===== src/rtl/regfile_wb_sequencer.sv =====
// regfile_wb_sequencer
// Takes MEM/WB results that carry up to two destination writes and issues
// them to the single register-file write port, one write per cycle. While a
// second (slot 1) write is held, in_ready drops for one cycle.
// Optional feature macro: WB_SEQ_FWD_EN. When it is defined, the held slot 1
// write is exposed on fwd_* so decode can bypass it before it is written.
module regfile_wb_sequencer #(
   parameter int DATA_W   = 64,
   parameter int ADDR_W   = 5,
   parameter int ZERO_REG = 31
) (
   input  logic              clk,
   input  logic              reset_n,
   input  logic              in_valid,
   output logic              in_ready,
   input  logic              in_we0,
   input  logic [ADDR_W-1:0] in_rd0,
   input  logic [DATA_W-1:0] in_data0,
   input  logic              in_we1,
   input  logic [ADDR_W-1:0] in_rd1,
   input  logic [DATA_W-1:0] in_data1,
   output logic [ADDR_W-1:0] WriteRegister,
   output logic [DATA_W-1:0] WriteData,
   output logic              RegWrite,
   output logic              busy,
   output logic              fwd_valid,
   output logic [ADDR_W-1:0] fwd_reg,
   output logic [DATA_W-1:0] fwd_data
);

   typedef enum logic {IDLE = 1'b0, SECOND = 1'b1} state_e;

   localparam logic [ADDR_W-1:0] ZR = ADDR_W'(ZERO_REG);

   state_e              state_q, state_d;
   logic                accept;
   logic [ADDR_W-1:0]   wr_reg_q, wr_reg_d;
   logic [DATA_W-1:0]   wr_data_q, wr_data_d;
   logic                wr_en_q, wr_en_d;
   logic [ADDR_W-1:0]   hold_rd_q, hold_rd_d;
   logic [DATA_W-1:0]   hold_data_q, hold_data_d;

   assign accept = in_valid & in_ready;

   // FSM state register
   always_ff @(posedge clk or negedge reset_n) begin
      if (!reset_n) state_q <= IDLE;
      else          state_q <= state_d;
   end

   // FSM next state: only a dual write leaves IDLE; SECOND always lasts one cycle
   always_comb begin
      state_d = state_q;
      if (state_q == SECOND)
         state_d = IDLE;
      else if (accept && in_we0 && in_we1)
         state_d = SECOND;
   end

   // FSM outputs: ready depends on state alone, never on in_valid
   always_comb begin
      in_ready = (state_q == IDLE);
      busy     = (state_q == SECOND);
   end

   // Next write-port value and hold-register capture. Address/data keep their
   // last value on idle cycles; only the strobe is cleared. Writes to the zero
   // register still present address/data but never raise the strobe.
   always_comb begin
      wr_reg_d    = wr_reg_q;
      wr_data_d   = wr_data_q;
      wr_en_d     = 1'b0;
      hold_rd_d   = hold_rd_q;
      hold_data_d = hold_data_q;
      if (state_q == SECOND) begin
         wr_reg_d  = hold_rd_q;
         wr_data_d = hold_data_q;
         wr_en_d   = (hold_rd_q != ZR);
      end else if (accept) begin
         if (in_we0) begin
            wr_reg_d  = in_rd0;
            wr_data_d = in_data0;
            wr_en_d   = (in_rd0 != ZR);
            if (in_we1) begin
               hold_rd_d   = in_rd1;
               hold_data_d = in_data1;
            end
         end else if (in_we1) begin
            wr_reg_d  = in_rd1;
            wr_data_d = in_data1;
            wr_en_d   = (in_rd1 != ZR);
         end
      end
   end

   // Registered write port and hold register; reset drops any held write
   always_ff @(posedge clk or negedge reset_n) begin
      if (!reset_n) begin
         wr_reg_q    <= '0;
         wr_data_q   <= '0;
         wr_en_q     <= 1'b0;
         hold_rd_q   <= '0;
         hold_data_q <= '0;
      end else begin
         wr_reg_q    <= wr_reg_d;
         wr_data_q   <= wr_data_d;
         wr_en_q     <= wr_en_d;
         hold_rd_q   <= hold_rd_d;
         hold_data_q <= hold_data_d;
      end
   end

   assign WriteRegister = wr_reg_q;
   assign WriteData     = wr_data_q;
   assign RegWrite      = wr_en_q;

`ifdef WB_SEQ_FWD_EN
   assign fwd_valid = busy & (hold_rd_q != ZR);
   assign fwd_reg   = hold_rd_q;
   assign fwd_data  = hold_data_q;
`else
   assign fwd_valid = 1'b0;
   assign fwd_reg   = '0;
   assign fwd_data  = '0;
`endif

endmodule


===== config.mk =====
export PLATFORM = sky130hd
export DESIGN_NAME = regfile_wb_sequencer
export DESIGN_NICKNAME = d
export VERILOG_FILES = /design/src/rtl/regfile_wb_sequencer.sv
export SDC_FILE = /design/constraint.sdc
export NUM_CORES = 1
export LEC_CHECK = 0
export CELL_PAD_IN_SITES_DETAIL_PLACEMENT = 1
export CELL_PAD_IN_SITES_GLOBAL_PLACEMENT = 1
export CORE_UTILIZATION = 35
export DETAILED_ROUTE_END_ITERATION = 16
export MAX_ROUTING_LAYER = met4
export PLACE_DENSITY_LB_ADDON = 0.1
export RECOVER_POWER = 25
export SETUP_SLACK_MARGIN = 0.2
export SYNTH_ARGS = -nofsm -noshare
export SYNTH_HDL_FRONTEND = slang
export SYNTH_SLANG_ARGS = --single-unit

===== constraint.sdc =====
create_clock -name clk -period 2.11 [get_ports clk]
set_input_delay 0.422 -clock clk [delete_from_list [all_inputs] [get_ports clk]]
set_output_delay 0.422 -clock clk [all_outputs]
set_load 0.005 [all_outputs]

# Word level (Yosys, flattened, before mapping)
# Cells that the tools add are included.
[totals] register_bits=140 in_bits=143 output_inout_bits=142 wordCells=31
[op_classes] n_eq_ne=3 n_mux=14 bitwise_logic=2 n_reduce_logical=6
[op_table] op="two-way mux 64 bit" n=4
[op_table] op="two-way mux 5 bit" n=4
[op_table] op="!= test 5 bit, second input constant" n=3
[op_table] op="two-way mux 1 bit" n=6
[op_table] op="AND reduction 4 bit" n=1
[op_table] op="nonzero test 3 bit" n=1
[op_table] op="logical AND 1 bit" n=2
[op_table] op="AND reduction 2 bit" n=1
[op_table] op="nonzero test 2 bit" n=1
[op_table] op="AND 1 bit" n=1
[op_table] op="NOT 1 bit" n=1

# Longest topological paths before layout
[depth] word_depth=6 mapped_depth=6 mapped_depth_nobuf=3

# Worst setup path before layout
# OpenSTA, ideal clock, no wires.
[synth_timing] path_type="flip-flop to flip-flop" from="register state_q (netlist: busy)" to="register hold_data_q[0]" setup_time_ns=0.128 arrival_time_ns=1.275 slack_ns=0.708 path_stages_with_launch=6 synth_period_minus_slack_ns=1.402 cell_sequence="dfrtp_1 -> buf_2 -> nor2b_4 -> nand3_2 -> buf_2 -> mux2_1"
[synth_between] elab_chain_len=3
[synth_lines] item="from (decl)" line="35" source="state_e state_q, state_d;"
[synth_lines] item="from (signal assigned)" line="48" source="else state_q <= state_d;"
[synth_lines] item="NOT 1 bit (no source line) (*)"
[synth_lines] item="AND 1 bit" line="43" source="assign accept = in_valid & in_ready;"
[synth_lines] item="AND reduction 4 bit (no source line) (*)"
[synth_lines] item="to (signal assigned)" line="109" source="hold_data_q <= hold_data_d;"
[synth_lines] item="to (decl)" line="41" source="logic [DATA_W-1:0] hold_data_q, hold_data_d;"
# Mark *: on every way between the ends. The rest lies on a longest branch, timed or not.
# A chain may end at the register's enable or synchronous reset.

# Worst setup path in the final report
[layout_timing] from="register state_q (netlist: busy)" to="output busy"
[layout_rtl] item="to (decl)" line="25" source="output logic busy,"
# No word-level cell between the ends.

==> results.md <==
- Status: finished clean
- Core Util, Final: 0.508
- Boundary pin count: ~290
- R2r startpoint: busy
- Initial drt markers: around 170
- Crit. End Element: output port
- Vias in the first global route: around 6.1k
- GP Congestion: 0.839
- Via density: 4.90
- Crit path max-delay family: buffers and inverters
- Vert. Die Dim: around 140 microns
- Final Power: slightly above 0.008 W
- Crit path DAT: roughly 1.4 ns
- Nets: 972
- Max cap viols: 0
- Largest cells by area after synthesis: dfrtp_1 (51%), mux2_1 (11%), mux2i_1 (9.8%), buf_4 (7.6%), o211ai_1 (7.3%)
- Worst-margin pin slew: between 0.7 and 0.8 ns
- DR WL/cell: between 15 and 20 microns
- Clk buf depth: 2
- Die Width: ~140 microns
- Worst-path cell chain: buf_12, clkdlybuf4s50_1
- Pre-antenna DRT Iters: 4
- Setup_tns: 0 ns
- Crit Path Category: flop to output port
- Number of remaining DRC errors: 0
- First-pass GRT wire length: about 33000 microns
- Die area: 20300 sq um
- Largest net degree at the start of global routing: between 60 and 70
- Pwr/cell area: around 830 nW/um^2
- Slew Viols, Final: 0
- Setup crit start kind: flop
- DRT antenna net count: 0
- Unique cell type count in the Yosys netlist: 24
- H-tree levels: 4
- CTS tree: yes
- Core ar.: around 19000 sq um
- Clk Latency, worst-skew pair: roughly 0.41 ns
- Remaining Overflow, GRT: 0
- CTS buffer count: 17
- Clk sinks: 140
- Post-route insts no fill: 1109
- Crit-path max FO: 2
- Slowest CP cell: clkdlybuf4s50_1
- Leading area contributor after synthesis: dfrtp_1
- Slew headroom: 0.500
- Layout cell share with drive strength beyond 1: 0.0796
- Finish-stage setup viols: 0
- Hpwl dp: approximately 15000 microns
- Initial antenna violation count: 2
- Max Clock Skew: 0.00634 ns
- Crit. Startpoint: busy
- WP buf/inv: 2
- Placed Cells: between 1k and 1.5k
- Avg Cell Area, Syn: 11.3 sq um
- F_max: roughly 550 MHz
- Port bufs: between 200 and 250
- CTS Root Cell: clkbuf_16
- Initial Util: 0.357
- Total Routing Usage GR: 0.219
- Unrepaired setup endpoints after global routing: false
- Final Hold Fails: 0
- Period utilization: 0.869
- Synthesized area: 6920 sq um
- Critical path required time: between 1.5 and 2 ns
- Routed wire length: 20500 microns
- Clock transition at the registers of the reported paths: ~0.060 ns
- Std cell rows: slightly above 50
- Sequential area share after synthesis: 0.506
- Hold_sp: hold_data_q[46]
- Syn. warnings: 0
- Vias: between 5k and 6k
- CP peak stage delay: just under 0.5 ns
- Post-Synthesis Cells: 614
- Tmin final: roughly 1.8 ns
- Hold Path Class: flop to flop
- Leak Pwr: roughly 4.2 nW
- Synth-to-Final Area Change: 42.3%
- Worst ir drop on vdd: around 0.57 mV
- Yosys reg bits: 140
- Yosys top cell area share: 0.506
## report_power, final
part           switching, W  leakage [nW]  total, W  internal (W)
clock network       0.00114         0.299   0.00305       0.00191
registers          0.000279          1.69   0.00345       0.00317
logic              0.000671          2.23   0.00166      0.000987
## sequential cells by signal, summed over array words and instances, names as in the netlist
name           cells
busy               1
WriteRegister      5
WriteData         64
RegWrite           1
hold_rd_q          5
hold_data_q       64
## final timing paths
check,endpoint,slack [ns],depth (start not counted)
setup / recovery,busy,0.28,2
hold / removal,hold_data_q[46],0.49,1
setup reg to reg,hold_data_q[16],0.31,6
hold reg to reg,hold_data_q[46],0.49,1
max in group asynchronous,hold_data_q[49],0.41,3
min in group asynchronous,WriteData[23],0.52,2
## final cells by class
type / instances / area [sq um]
diodes: 2 / 5.00
clock buffers: 20 / 457
clock inverters: 12 / 145
fillers: 2126 / 9550
inverters: 2 / 7.51
multi-input cells: 427 / 2980
flip-flops and latches: 140 / 3500
well taps: 265 / 332
repair buffers: 241 / 2420
## cell usage in the layout, fill, tap and decap left out, types with 3 or more instances in the layout
cell type	n
buf_12	7
clkbuf_1	3
nand3_1	67
o211ai_1	67
clkinv_2	6
clkdlybuf4s50_1	211
buf_4	17
clkbuf_16	17
mux2_1	69
mux2i_1	68
nand2_1	70
bufinv_16	3
conb_1	70
dfrtp_1	139
## synthesized netlist by cell type
library cell / number
buf_1: 4
buf_2: 24
buf_4: 70
clkbuf_1: 16
clkinv_1: 1
conb_1: 1
dfrtp_1: 140
inv_1: 1
mux2_1: 69
mux2_2: 2
mux2i_1: 68
nand2_1: 70
nand2b_1: 1
nand3_1: 67
nand3_2: 1
nand4_1: 2
nor2_1: 1
nor2b_4: 1
nor3b_1: 1
o211ai_1: 67
o21ai_0: 2
o21ai_1: 2
o221a_2: 2
o31ai_1: 1
## per-layer routing
metal  part of all wire  vias to the layer above  global-route usage
met5                  0                        -                   -
met3              0.058                       33              0.0469
met2               0.51                      201               0.383
met1               0.41                     2718               0.244
li1                   -                     2485                   -
met4              0.022                        0              0.0889
## per-stage QoR
stage | cell area, sq um | hold slack, ns | setup WS [ns]
after floorplan | 7180 | 0.126 | 0.708
after global placement | 9230 | 0.422 | 0.116
after detailed placement | 9230 | 0.431 | 0.0769
after CTS | 9870 | 0.494 | 0.255
after global routing | 9850 | 0.502 | 0.208
final | 9850 | 0.489 | 0.276
## worst register-to-register path, cell delays in order, from the launching register on
cell and delay [ns]:
dfrtp_2 0.43, buf_12 0.14, buf_4 0.15, nor2b_4 0.18
nand3_4 0.17, buf_12 0.24, mux2_1 0.35
## logic make-up (layout without fill, tap and decap cells)
family | count (synthesis) | after routing | synth area share
AND/OR/NAND/NOR | 144 | 144 | 0.0942
flip-flops | 140 | 140 | 0.506
multiplexers | 139 | 139 | 0.214
buffers and inverters | 116 | 275 | 0.105
AO/OA/AOI/OAI | 74 | 74 | 0.0799
other | 1 | 72 | 0.000542
## timing repair
action,in CTS,in global routing
hold endpoints to repair,10,0
setup buffers,2,0
setup endpoints to repair,1,0
gates resized for setup,1,0
hold buffers,1,0
(Power assumes the default switching activity.)
==> patch, RTL diff (same flow settings) <==
`ZERO_REG`: 31 -> 15.
--- a/src/rtl/regfile_wb_sequencer.sv
+++ b/src/rtl/regfile_wb_sequencer.sv
@@ -8,5 +8,5 @@
    parameter int DATA_W   = 64,
    parameter int ADDR_W   = 5,
-   parameter int ZERO_REG = 31
+   parameter int ZERO_REG = 15
 ) (
    input  logic              clk,
Behaviour: not the same (a bounded check fails within 4 cycles, from zero or initial values and one cycle with reset_n low).
==> patch against the unedited design <==
Cell count decreased by 0.36%. Sequential cell count unchanged. Final area increased by 0.91%. Wire length decreased by 5.6%. Worst hold slack got worse by 6.9 ps. Power increased by 4.9%. Setup slack improved by 11 ps. Synthesized area increased by 0.69%. Utilization increased by 0.30 points. Largest cell class unchanged.
==> patch: results (changes against the unedited design) <==
outcome finished clean (unchanged); H-tree levels 4 (unchanged); Routed WL 19,400 µm (was 20,500 µm); worst-margin pin slew 747 ps (was 750 ps); FF-to-FF End RegWrite (was hold_data_q[16]); final weighted congestion in routability-driven placement 0.776 (was 0.839); sequential area share after synthesis 50.3% (was 50.6%); largest net degree at the start of global routing 57 (was 69); fraction of layout cells with a size suffix above 1 17.1% (was 7.96%); initial antenna violation count 0 (was 2); vias 5,169 (was 5,437); vias in the first global route 5,683 (was 6,146); I/O Buffers 214 (unchanged); hold path depth 2 (was 1); Iteration-0 DRC Markers 127 (was 169); CTS clk-pin slew, worst paths 60 ps (about the same); post-synthesis compound-gate area fraction 9.88% (was 7.99%); Yosys cell types 25 (was 24); main area contributors after synthesis dfrtp_1 50%, mux2_2 11%, mux2i_1 9.9% (was dfrtp_1 51%, mux2_1 11%, mux2i_1 9.8%); Nets 970 (was 972); Reg2Reg Launch Point busy (unchanged); Tot GR Track Use 20.3% (was 21.9%); final setup vio count 0 (unchanged); HP Start hold_data_q[54] (was hold_data_q[46]); post-synthesis adder-cell area fraction 0% (unchanged); Synth async-reset ratio 100% (unchanged); CTS root buf clkbuf_16 (unchanged); fill cell count 2,087 (was 2,126); clock skew 8.33 ps (was 6.34 ps); Max VDD drop 0.562 mV (was 0.572 mV); main flop type after synthesis dfrtp_1 (unchanged); worst hold path type flop to flop (unchanged); Worst EP arrival 1400 ps; mux cell area share after synthesis 21.3% (was 21.4%); CTS Buf Count 17 (unchanged); leakage 4.44 nW (was 4.22 nW); number of diodes 0 (was 2); Reg2Reg Setup Slack 370 ps (was 310 ps); Clock Latency Late Sink 420 ps; CP Max Fanout 3 (was 2); Endpoint, Worst Hold WriteData[54] (was hold_data_q[46]); clk buf depth 2 (unchanged); Placed Area 9280 µm² (was 9230 µm²); Post-Synth XOR/XNOR Area 0% (unchanged); First-pass DRT Iterations 4 (unchanged); Yosys warnings 0 (unchanged); DP HPWL 14,100 µm (was 14,600 µm); Commonest cells post-synth 140 x dfrtp_1, 70 x buf_4, 69 x mux2_2, 69 x mux2i_1, 69 x nand2_1 (was 140 x dfrtp_1, 70 x buf_4, 70 x nand2_1, 69 x mux2_1, 68 x mux2i_1); R2R depth 7 (was 6); first-pass GRT wire length 30,300 µm (was 33,000 µm); DP Worst Slack -43.1 ps (was 76.9 ps)
## patch: worst max-delay path by stage
stage,depth (start not counted),startpoint,endpoint,slack (ps)
4_1_cts,2,busy,busy,200
6_report,2,busy,busy,290
2_1_floorplan,6,in_we0,WriteRegister[3],480
3_3_place_gp,5,in_we1,WriteData[28],40
3_5_place_dp,5,in_we1,WriteData[21],-40
5_1_grt,3,reset_n,hold_data_q[7],190
## patch: per-layer routing
metal	global-route usage [%]	share of wire [%]
met1	23.7	41
met2	34.3	52
met3	4.76	5.8
met4	6.45	1.4
met5	-	0
## patch: layout make-up
type | instances | area share [%]
flip-flops and latches | 140 | 35.3
multi-input cells | 360 | 27.9
clock inverters | 13 | 2.15
well taps | 265 | 3.34
inverters | 68 | 2.57
clock buffers | 19 | 4.46
repair buffers | 240 | 24.3
## patch: where the power goes
group,switching (mW),internal (mW),total [mW]
clock network,1.18,2.14,3.32
logic,0.678,1.09,1.77
registers,0.281,3.18,3.46
total,2.14,6.41,8.55
## patch: repair_timing
item,CTS,global route
buffers inserted,3,1
endpoints found under the setup margin,2,1
hold buffers,1,0
endpoints found under the hold margin,20,0
resized for setup,1,0
## patch: kinds of logic (layout without fill, tap and decap cells)
logic type / after synthesis / in the layout
compound gates: 72 / 72
buf+inv: 176 / 340
flops: 140 / 140
mux: 139 / 139
other cells: 1 / 70
simple gates: 79 / 79
## patch: through the flow
step	std cells	TNS [ps]	hold slack, ps	util (%)
final	1105	0	482	51.1
after floorplan	676	0	126	-
after global routing	1105	0	504	51.1
after detailed placement	1068	-231	443	47.7
after global placement	1068	0	434	47.7
after CTS	1104	0	487	51.2
## patch: worst max-delay path: stages (launching register included)
cell,delay [ps]
dfrtp_2,410
buf_4,140
clkdlybuf4s50_1,440
